[src/rtl/vram_arbiter_if.sv]
// ---------------------------------------------------------------------------
// vram_arbiter_if -- one requester's port into the VRAM arbiter.
//
// Signals (direction given from the requester's point of view):
//   valid  out  request present; held with we/addr/wdata until handshake
//   ready  in   request accepted this cycle (valid && ready = handshake)
//   we     out  1 = write, 0 = read
//   addr   out  32-bit word address
//   wdata  out  32-bit write data
//   rvalid in   read data valid (exactly one cycle per read)
//   rdata  in   read data; holds its last value while rvalid is low
//
// Modports: master = requester side, slave = arbiter side.
// ---------------------------------------------------------------------------
interface vram_req_if;
    logic        valid;
    logic        ready;
    logic        we;
    logic [31:0] addr;
    logic [31:0] wdata;
    logic        rvalid;
    logic [31:0] rdata;

    modport master (
        output valid, we, addr, wdata,
        input  ready, rvalid, rdata
    );

    modport slave (
        input  valid, we, addr, wdata,
        output ready, rvalid, rdata
    );
endinterface

[src/rtl/vram_arbiter.sv]
// ---------------------------------------------------------------------------
// vram_arbiter -- two-port round-robin arbiter onto a single-port VRAM.
//
// Requester 0 is the CPU, requester 1 the DMA/init sequencer. CPU writes that
// land in the sprite/BG parameter region are held off until vblank so the
// renderer never sees a half-updated parameter set; the DMA keeps flowing
// while the CPU waits.
//
// Ports:
//   clk        in   single clock, rising edge
//   rst        in   synchronous, active-high reset
//   vblank     in   high while the display is outside the active area
//   req0       slave  CPU request port      (vram_req_if)
//   req1       slave  DMA request port      (vram_req_if)
//   mem_en     out  memory access strobe (one cycle after the handshake)
//   mem_we     out  memory write enable
//   mem_addr   out  memory word address (holds between accesses)
//   mem_din    out  write data to memory (holds between accesses)
//   mem_dout   in   read data, valid the cycle after a mem_en read
// ---------------------------------------------------------------------------
module vram_arbiter #(
    parameter logic [31:0] PARAM_BASE  = 32'h0600_0000,
    parameter int unsigned PARAM_WORDS = 660
) (
    input  logic             clk,
    input  logic             rst,
    input  logic             vblank,
    vram_req_if.slave        req0,
    vram_req_if.slave        req1,
    output logic             mem_en,
    output logic             mem_we,
    output logic [31:0]      mem_addr,
    output logic [31:0]      mem_din,
    input  logic [31:0]      mem_dout
);

    typedef enum logic {
        ID_CPU = 1'b0,
        ID_DMA = 1'b1
    } req_id_t;

    // One slot of the read-return pipeline: is it a read, and whose.
    typedef struct packed {
        logic    rd;
        req_id_t id;
    } rd_tag_t;

    localparam logic [31:0] PARAM_END = PARAM_BASE + PARAM_WORDS;

    req_id_t     last_grant;
    logic        blocked0;
    logic        grant0;
    logic        grant1;
    logic        hs;
    req_id_t     win_id;
    logic        sel_we;
    logic [31:0] sel_addr;
    logic [31:0] sel_wdata;

    logic        mem_en_q;
    logic        mem_we_q;
    logic [31:0] mem_addr_q;
    logic [31:0] mem_din_q;
    rd_tag_t     tag_s1;
    rd_tag_t     tag_s2;
    logic        rvalid0;
    logic        rvalid1;
    logic [31:0] rdata0_q;
    logic [31:0] rdata1_q;

    // Eligibility, round-robin pick and request mux.
    // NOTE: every signal written here gets a default first, so no path
    // through the block leaves a value unassigned (which would infer a latch).
    always_comb begin
        blocked0  = 1'b0;
        grant0    = 1'b0;
        grant1    = 1'b0;
        win_id    = ID_CPU;
        sel_we    = 1'b0;
        sel_addr  = '0;
        sel_wdata = '0;

        blocked0 = req0.we && !vblank &&
                   (req0.addr >= PARAM_BASE) && (req0.addr < PARAM_END);

        if (!rst) begin
            if ((req0.valid && !blocked0) && req1.valid) begin
                // Tie: whoever did not win last time goes now.
                if (last_grant == ID_CPU) grant1 = 1'b1;
                else                      grant0 = 1'b1;
            end else if (req0.valid && !blocked0) begin
                grant0 = 1'b1;
            end else if (req1.valid) begin
                grant1 = 1'b1;
            end
        end

        if (grant1) begin
            win_id    = ID_DMA;
            sel_we    = req1.we;
            sel_addr  = req1.addr;
            sel_wdata = req1.wdata;
        end else begin
            sel_we    = req0.we;
            sel_addr  = req0.addr;
            sel_wdata = req0.wdata;
        end
    end

    // A grant is only ever raised against a present valid, so any grant is a handshake.
    assign hs = grant0 || grant1;

    // NOTE: state registers use non-blocking assignments so every flop samples
    // the pre-edge values regardless of statement order.
    always_ff @(posedge clk) begin
        if (rst) begin
            last_grant <= ID_DMA;
            mem_en_q   <= 1'b0;
            mem_we_q   <= 1'b0;
            mem_addr_q <= '0;
            mem_din_q  <= '0;
            tag_s1     <= '0;
            tag_s2     <= '0;
            rdata0_q   <= '0;
            rdata1_q   <= '0;
        end else begin
            mem_en_q <= hs;
            mem_we_q <= hs && sel_we;
            if (hs) begin
                last_grant <= win_id;
                mem_addr_q <= sel_addr;
                mem_din_q  <= sel_wdata;
            end
            // Stage 1 lines up with mem_en, stage 2 with mem_dout.
            tag_s1 <= '{rd: hs && !sel_we, id: win_id};
            tag_s2 <= tag_s1;
            if (rvalid0) rdata0_q <= mem_dout;
            if (rvalid1) rdata1_q <= mem_dout;
        end
    end

    assign rvalid0 = !rst && tag_s2.rd && (tag_s2.id == ID_CPU);
    assign rvalid1 = !rst && tag_s2.rd && (tag_s2.id == ID_DMA);

    assign req0.ready  = grant0;
    assign req1.ready  = grant1;
    assign req0.rvalid = rvalid0;
    assign req1.rvalid = rvalid1;

    // Read data passes straight through on the return cycle and is then held,
    // so the requester sees it in the rvalid cycle itself.
    assign req0.rdata = rst ? '0 : (rvalid0 ? mem_dout : rdata0_q);
    assign req1.rdata = rst ? '0 : (rvalid1 ? mem_dout : rdata1_q);

    // Outputs are forced quiet for the whole reset window, including the
    // first reset cycle before the registers have been cleared.
    assign mem_en   = mem_en_q && !rst;
    assign mem_we   = mem_we_q && !rst;
    assign mem_addr = rst ? '0 : mem_addr_q;
    assign mem_din  = rst ? '0 : mem_din_q;

endmodule

[src/flat_wrapper.sv]
// flat-port wrapper written by rule: the top's interface ports become plain ports
module vram_arbiter_flat 
#(
    parameter logic [31:0] PARAM_BASE  = 32'h0600_0000,
    parameter int unsigned PARAM_WORDS = 660
)
  (clk, rst, vblank, mem_en, mem_we, mem_addr, mem_din, mem_dout, req0_valid, req0_we, req0_addr, req0_wdata, req0_ready, req0_rvalid, req0_rdata, req1_valid, req1_we, req1_addr, req1_wdata, req1_ready, req1_rvalid, req1_rdata);
  vram_req_if req0_i ();
  vram_req_if req1_i ();
  input  logic clk;
  input  logic rst;
  input  logic vblank;
  output logic mem_en;
  output logic mem_we;
  output logic [31:0] mem_addr;
  output logic [31:0] mem_din;
  input  logic [31:0] mem_dout;
  input wire logic [$bits(req0_i.valid)-1:0] req0_valid;
  input wire logic [$bits(req0_i.we)-1:0] req0_we;
  input wire logic [$bits(req0_i.addr)-1:0] req0_addr;
  input wire logic [$bits(req0_i.wdata)-1:0] req0_wdata;
  output wire logic [$bits(req0_i.ready)-1:0] req0_ready;
  output wire logic [$bits(req0_i.rvalid)-1:0] req0_rvalid;
  output wire logic [$bits(req0_i.rdata)-1:0] req0_rdata;
  input wire logic [$bits(req1_i.valid)-1:0] req1_valid;
  input wire logic [$bits(req1_i.we)-1:0] req1_we;
  input wire logic [$bits(req1_i.addr)-1:0] req1_addr;
  input wire logic [$bits(req1_i.wdata)-1:0] req1_wdata;
  output wire logic [$bits(req1_i.ready)-1:0] req1_ready;
  output wire logic [$bits(req1_i.rvalid)-1:0] req1_rvalid;
  output wire logic [$bits(req1_i.rdata)-1:0] req1_rdata;
  assign req0_i.valid = req0_valid;
  assign req0_i.we = req0_we;
  assign req0_i.addr = req0_addr;
  assign req0_i.wdata = req0_wdata;
  assign req0_ready = req0_i.ready;
  assign req0_rvalid = req0_i.rvalid;
  assign req0_rdata = req0_i.rdata;
  assign req1_i.valid = req1_valid;
  assign req1_i.we = req1_we;
  assign req1_i.addr = req1_addr;
  assign req1_i.wdata = req1_wdata;
  assign req1_ready = req1_i.ready;
  assign req1_rvalid = req1_i.rvalid;
  assign req1_rdata = req1_i.rdata;
  vram_arbiter #(.PARAM_BASE(PARAM_BASE), .PARAM_WORDS(PARAM_WORDS)) u_core (.clk(clk), .rst(rst), .vblank(vblank), .req0(req0_i), .req1(req1_i), .mem_en(mem_en), .mem_we(mem_we), .mem_addr(mem_addr), .mem_din(mem_din), .mem_dout(mem_dout));
endmodule
[config.mk]
export PLATFORM = sky130hd
export DESIGN_NAME = vram_arbiter_flat
export DESIGN_NICKNAME = d
export VERILOG_FILES = /design/src/rtl/vram_arbiter_if.sv /design/src/rtl/vram_arbiter.sv /design/src/flat_wrapper.sv
export SDC_FILE = /design/constraint.sdc
export NUM_CORES = 1
export LEC_CHECK = 0
export ABC_AREA = 1
export BUFFER_PORTS_ARGS = -buffer_cell sky130_fd_sc_hd__buf_4
export CELL_PAD_IN_SITES_DETAIL_PLACEMENT = 1
export CELL_PAD_IN_SITES_GLOBAL_PLACEMENT = 1
export CORE_UTILIZATION = 34
export DETAILED_ROUTE_END_ITERATION = 6
export HOLD_SLACK_MARGIN = 0.06
export MAX_ROUTING_LAYER = met4
export PLACE_DENSITY_LB_ADDON = 0.1
export SYNTH_ARGS = -nofsm -noshare
export SYNTH_HDL_FRONTEND = slang
export SYNTH_SLANG_ARGS = --single-unit
[constraint.sdc]
create_clock -name clk -period 3.75 [get_ports clk]
set_input_delay 0.75 -clock clk [delete_from_list [all_inputs] [get_ports clk]]
set_output_delay 0.75 -clock clk [all_outputs]
set_load 0.01 [all_outputs]
==> results of run 1 <==
==> state kept, by name (all words and copies together) (netlist names) <==
| name | flops |
|---|---|
| u_core.rdata1_q | 32 |
| u_core.mem_we_q | 1 |
| u_core.mem_addr_q | 32 |
| u_core.tag_s1 | 2 |
| u_core.tag_s2 | 2 |
| u_core.last_grant | 1 |
| u_core.mem_en_q | 1 |
| u_core.rdata0_q | 32 |
| u_core.mem_din_q | 32 |
==> layout make-up <==
cell class	count	area (µm²)
Sequential cell	135	2703
Clock buffer	18	439.2
Clock inverter	13	216.5
Timing Repair Buffer	308	2350
Inverter	142	533.0
Multi-Input combinational cell	625	2915
Fill cell	2462	9256
Tap cell	234	292.8
==> cells in the mapped netlist, types with 2 or more instances <==
cell type	instances	area (µm²)
nand2_1	274	1028
buf_2	27	135.1
nand3_2	2	20.02
dfxtp_1	135	2703
buf_1	8	30.03
nand3_1	68	340.3
nand3b_1	65	488.0
o21ai_1	16	80.08
o21ai_0	113	565.5
buf_6	6	67.56
buf_4	9	67.56
clkbuf_1	20	75.07
nor2_1	80	300.3
inv_1	141	529.3
==> metal layers <==
layer | up-vias | part of all wire (%) | wire, µm | GRT usage (%)
met3 | 16 | 6.9 | 1515 | 7.692
met5 | - | 0 | 0 | -
met1 | 3228 | 43 | 9508 | 26.67
met4 | 0 | 1.1 | 242 | 5.842
met2 | 193 | 49 | 10810 | 38.79
li1 | 3520 | - | - | -
==> logic make-up after synthesis <==
family / after synthesis / share of synthesized area [%]
AO/OA/AOI/OAI: 131 / 10.19
buffers and inverters: 213 / 14.03
flip-flops: 135 / 41.52
AND/OR/NAND/NOR: 494 / 34.26
==> power groups by stage <==
stage / combinational (mW) / clock (mW) / sequential [mW]
2_1_floorplan: 0.344 / 0 / 1.59
3_3_place_gp: 0.649 / 0 / 1.59
3_5_place_dp: 0.660 / 0 / 1.60
4_1_cts: 0.665 / 1.92 / 1.57
5_1_grt: 0.732 / 1.99 / 1.57
6_report: 0.654 / 1.88 / 1.57
==> tightest hold or removal path: cells and delay by family, from the launching register on <==
family,cells,cell delay (ns)
and+or+nand+nor,1,0.03
DFF,1,0.29
buffers and inverters,1,0.04
==> metrics by stage <==
step | utilization, % | std cells
floorplan | - | 973
global placement | 47.01 | 1444
detailed placement | 47.01 | 1444
CTS | 50.52 | 1475
global route | 50.52 | 1475
finish | 50.52 | 1475
==> how the worst max path moves through the flow <==
stage	endpoint	slack, ns	from	cells past startpoint
floorplan	req0_rdata[0]	1.18	rst	6
global placement	req0_rdata[5]	0.92	rst	6
detailed placement	req1_rdata[3]	0.86	rst	6
CTS	req0_rdata[29]	0.85	rst	8
global route	req0_rdata[29]	0.72	rst	8
finish	req0_rdata[29]	0.86	rst	8
==> impl_metrics.py, run 1 <==
metrics = {
    "floorplanning": {
        "core_region_area_mm2": 0.01871,
        "rows": 50,
        "die_h_um": 140.4,
        "start_util_pct": 34.80,
        "die_w_um": 140.4,
        "dieArea_mm2": 0.01970,
        "ios": 301,
    },
    "critical_path": {
        "path_class": "in2out",
        "cp-start-kind": "input pin",
        "cp.buffers_inverters": 4,
        "r2r_start": "u_core.last_grant",
        "r2r_slack_ns": 2.10,
        "critPathMaxFanout": 43,
        "end_kind": "output pin",
        "cpPeakStageDelay_ns": 0.41,
        "cpLargestDelayFamily": "simple AND/OR/NAND/NOR gates",
        "slowest_stage": "nor2_4",
        "r2r-end": "u_core.mem_addr_q[14]",
        "worstPathArrival_ns": 2.14,
        "required_ns": 3.00,
        "path_cells": "buf_4 > inv_2 > nand2_1 > nor2_4 > buf_12 > nand2_1 > o21ai_0 > buf_4",
        "reg2reg_depth": 7,
    },
    "power_and_ir_drop": {
        "p_seq_share_pct": 38.2,
        "p_per_area_mw_per_mm2": 433.9,
        "ir_drop_v": 0.0002791,
        "pwr-share-clk_pct": 45.9,
        "switching_share_pct": 25.69,
        "total_power_mw": 4.100,
        "p_comb_share_pct": 15.9,
        "internal_power_mw": 3.047,
        "p_leak_nw": 4.767,
        "p_sw_mw": 1.053,
    },
    "timing": {
        "setup_ws_ns": 0.8565,
        "min_period_over_period_pct": 77.16,
        "slew_violations": 0,
        "hold_viol": 0,
        "setup_tns_ns": 0,
        "fin_hold_ws_ns": 0.4078,
        "period_minus_slack_ns": 2.894,
        "setup_viol": 0,
        "rsz0062_at_grt": "no",
        "tightest_slew_ns": 0.8230,
        "clock.fmax_ghz": 0.3456,
        "fin_skew_ns": 0.007107,
        "relSlewSlack_pct": 45.14,
    },
    "clock_network": {
        "cts_resized": 0,
        "clockBufferDepth": 2,
        "clock_sinks": 135,
        "root_buffer": "clkbuf_16",
        "clk_latency_ns": 0.42,
        "path_clk_slew_ns": 0.06,
        "cts_tree": "built",
        "htree_num_levels": 4,
        "cts_setup_buffers": 0,
        "hold_buffers": 0,
        "cts_buffers": 17,
    },
    "yosys": {
        "synth-async-reset-ratio_pct": 0,
        "yosysWarningCount": 0,
        "synth_edf_count": 0,
        "syn_avg_cell_area_um2": 6.689,
        "synthCells": 973,
        "synth_ff_type": "dfxtp_1",
        "syn_area_mm2": 0.006509,
        "ys_seq_area_share_pct": 41.52,
        "ys_types": 23,
        "syn_nets": 1140,
        "ys_ff_latch": 135,
    },
    "layout": {
        "layout_commonest_cell": "buf_4",
        "n_antenna_cell": 0,
        "nNetsFinal": 1396,
        "layout_common_cells": "buf_4, nand2_1, inv_1",
        "drive_gt1_share_pct": 28.20,
        "fin_area_mm2": 0.009449,
        "syn_to_final_growth_pct": 45.17,
    },
    "global_route": {
        "antenna_found_initial": 0,
        "grt-ovfl-total": 0,
        "grt_max_degree": 134,
        "grt_pass1_vias": 6854,
        "grt_util_all_layers_pct": 23.22,
        "grt_pass1_wl_um": 35070,
    },
    "route": {
        "route.detailed.drc": 0,
        "vias_per_cell": 4.717,
        "ant_nets": 0,
        "num_vias": 6957,
        "drtIter0Drc": 299,
        "wl_per_cell_um": 14.97,
        "wirelength_um": 22080,
        "firstDrtPassIters": 6,
    },
    "job": {
        "drv_cap": 0,
    },
    "place": {
        "pre_cts_ws_ns": 0.8558,
        "dpl_cell_area_mm2": 0.008793,
        "hpwlAfterDp_um": 14900,
        "io_buffers": 300,
        "gp_congestion": 0.7531,
    },
    "run_status": {
        "status": "finished clean",
    },
    "hold_path": {
        "min_to": "u_core.tag_s2[1]",
        "min_path_type": "reg2reg",
        "hp-start": "u_core.tag_s1[1]",
        "whs_path_depth": 2,
    },
}
No activity file was read; power rests on OpenSTA's default activity.
==> run 2: changes to the inputs <==
--- a/config.mk
+++ b/config.mk
@@ -9,7 +9,7 @@
 export BUFFER_PORTS_ARGS = -buffer_cell sky130_fd_sc_hd__buf_4
 export CELL_PAD_IN_SITES_DETAIL_PLACEMENT = 1
 export CELL_PAD_IN_SITES_GLOBAL_PLACEMENT = 1
-export CORE_UTILIZATION = 34
+export CORE_UTILIZATION = 32
 export DETAILED_ROUTE_END_ITERATION = 6
 export HOLD_SLACK_MARGIN = 0.06
 export MAX_ROUTING_LAYER = met4
==> constraint.sdc (replaced) <==
create_clock -name clk -period 2.76 [get_ports clk]
set_input_delay 0.552 -clock clk [delete_from_list [all_inputs] [get_ports clk]]
set_output_delay 0.552 -clock clk [all_outputs]
set_load 0.01 [all_outputs]
==> run 2 against run 1 <==
  * Core utilization shrank 2.3 points
  * Sequential power grew 36%
  * Die area grew 6.2%
  * Worst hold slack lost 0.036 ns
  * Flip-flop and latch count is the same
  * Wire length grew 1.1%
  * Sequential share of layout area shrank 0.20 points
  * Non-clock buffer count grew 6
  * Setup slack lost 0.65 ns
  * Critical path depth grew 3
  * Critical endpoint is now req1_ready
  * Largest cell class unchanged
  * Largest power group unchanged
==> impl_metrics.py, run 2 (synthesis results as in run 1) <==
metrics = {
    "clock_network": {
        "clk_latency_ns": 0.43,
        "cts_setup_buffers": 0,
        "cts_buffers": 17,
        "clock_sinks": 135,
        "cts_resized": 0,
        "htree_num_levels": 4,
        "cts_tree": "built",
        "hold_buffers": 0,
        "root_buffer": "clkbuf_16",
        "path_clk_slew_ns": 0.07,
        "clockBufferDepth": 2,
    },
    "route": {
        "firstDrtPassIters": 4,
        "wirelength_um": 22320,
        "ant_nets": 0,
        "wl_per_cell_um": 14.75,
        "vias_per_cell": 4.599,
        "num_vias": 6959,
        "drtIter0Drc": 300,
        "route.detailed.drc": 0,
    },
    "timing": {
        "fin_hold_ws_ns": 0.3715,
        "period_minus_slack_ns": 2.550,
        "relSlewSlack_pct": 48.93,
        "tightest_slew_ns": 0.7660,
        "setup_viol": 0,
        "rsz0062_at_grt": "no",
        "clock.fmax_ghz": 0.3921,
        "slew_violations": 0,
        "hold_viol": 0,
        "min_period_over_period_pct": 92.41,
        "setup_tns_ns": 0,
        "setup_ws_ns": 0.2095,
        "fin_skew_ns": 0.008677,
    },
    "global_route": {
        "grt_max_degree": 105,
        "grt_pass1_wl_um": 34910,
        "antenna_found_initial": 0,
        "grt_pass1_vias": 6914,
        "grt_util_all_layers_pct": 22.43,
        "grt-ovfl-total": 0,
    },
    "place": {
        "dpl_cell_area_mm2": 0.008902,
        "pre_cts_ws_ns": 0.1482,
        "io_buffers": 300,
        "hpwlAfterDp_um": 15750,
        "gp_congestion": 0.7837,
        "placedCellCount": 1481,
    },
    "layout": {
        "syn_to_final_growth_pct": 46.17,
        "fillCellCount": 2534,
        "layout_commonest_cell": "buf_4",
        "layout_common_cells": "buf_4, nand2_1, inv_1",
        "seqCellArea_mm2": 0.002703,
        "final_cells": 1513,
        "fin_area_mm2": 0.009514,
        "multiInputGateArea_mm2": 0.002915,
        "drive_gt1_share_pct": 28.61,
        "nNetsFinal": 1402,
        "n_antenna_cell": 0,
    },
    "power_and_ir_drop": {
        "pwr-share-clk_pct": 43.9,
        "p_per_area_mw_per_mm2": 566.9,
        "p_seq_share_pct": 39.4,
        "p_leak_nw": 4.775,
        "internal_power_mw": 3.917,
        "p_comb_share_pct": 16.7,
        "ir_drop_v": 0.0004041,
        "p_sw_mw": 1.476,
        "switching_share_pct": 27.37,
    },
    "floorplanning": {
        "core_region_area_mm2": 0.01972,
        "start_util_pct": 33.01,
        "die_w_um": 144.6,
        "ios": 301,
        "dieArea_mm2": 0.02091,
        "rows": 51,
        "die_h_um": 144.6,
    },
    "critical_path": {
        "required_ns": 2.21,
        "reg2reg_depth": 7,
        "cp-start-kind": "input pin",
        "worstPathArrival_ns": 2.00,
        "end_kind": "output pin",
        "r2r_slack_ns": 1.20,
        "r2r_start": "u_core.last_grant",
        "path_class": "in2out",
        "r2r-end": "u_core.mem_addr_q[23]",
        "critPathMaxFanout": 27,
    },
    "hold_path": {
        "whs_path_depth": 3,
        "min_path_type": "in2reg",
        "hp-start": "mem_dout[28]",
        "min_to": "u_core.rdata1_q[28]",
    },
    "run_status": {
        "status": "finished clean",
    },
    "job": {
        "drv_cap": 0,
    },
}
run 2: changes by cell type in the layout (fill, tap and decap cells not counted), moves of 2 or more:
cell | previous run | this run
buf_12 | 3 | 5
inv_8 | 0 | 2
buf_4 | 305 | 309
bufinv_16 | 5 | 2
clkinvlp_4 | 0 | 2
run 2: per-stage QoR:
stage	total power, mW	utilization (%)
after detailed placement	3.083	45.15
after global routing	5.675	48.25
after CTS	5.479	48.25
after floorplan	2.627	-
final	5.393	48.25
after global placement	3.061	45.15
run 2: area by class of cell:
cell class | instances | area share [%]
Tap cell | 265 | 3.485
Inverter | 142 | 5.602
Clock inverter | 13 | 1.670
Timing Repair Buffer | 314 | 25.43
Sequential cell | 135 | 28.41
Clock buffer | 19 | 4.761
Multi-Input combinational cell | 625 | 30.64
run 2: power by group through the flow:
stage | clock network, mW | registers, mW | logic (mW)
2_1_floorplan | 0 | 2.16 | 0.467
3_3_place_gp | 0 | 2.16 | 0.898
3_5_place_dp | 0 | 2.17 | 0.913
4_1_cts | 2.43 | 2.13 | 0.920
5_1_grt | 2.52 | 2.14 | 1.02
6_report | 2.37 | 2.13 | 0.901
run 2: worst max path at each step:
stage / start / endpoint / slack (ns) / depth (start not counted)
after floorplan: rst / req0_rdata[0] / 0.59 / 6
after global placement: req0_addr[22] / req1_ready / 0.14 / 11
after detailed placement: req0_addr[20] / req1_ready / 0.15 / 11
after CTS: req0_addr[20] / req1_ready / 0.15 / 11
after global routing: req0_addr[28] / req1_ready / 0.12 / 11
final: req0_addr[22] / req1_ready / 0.21 / 11
run 2: critical path: stages:
cell and delay [ns]:
buf_4 0.11, inv_1 0.08, nand2_1 0.05, nor2_1 0.12, nand2_1 0.08, nor2_1 0.23, nand3_2 0.20, nand3_4 0.13
nand2_4 0.17, inv_1 0.13, buf_4 0.15
run 2: routing by layer:
layer | part of all wire, % | vias to the layer above | track usage, %
li1 | - | 3538 | -
met1 | 40 | 3178 | 23.91
met2 | 49 | 205 | 37.88
met3 | 7.9 | 38 | 8.046
met4 | 2.7 | 0 | 8.643
met5 | 0 | - | -
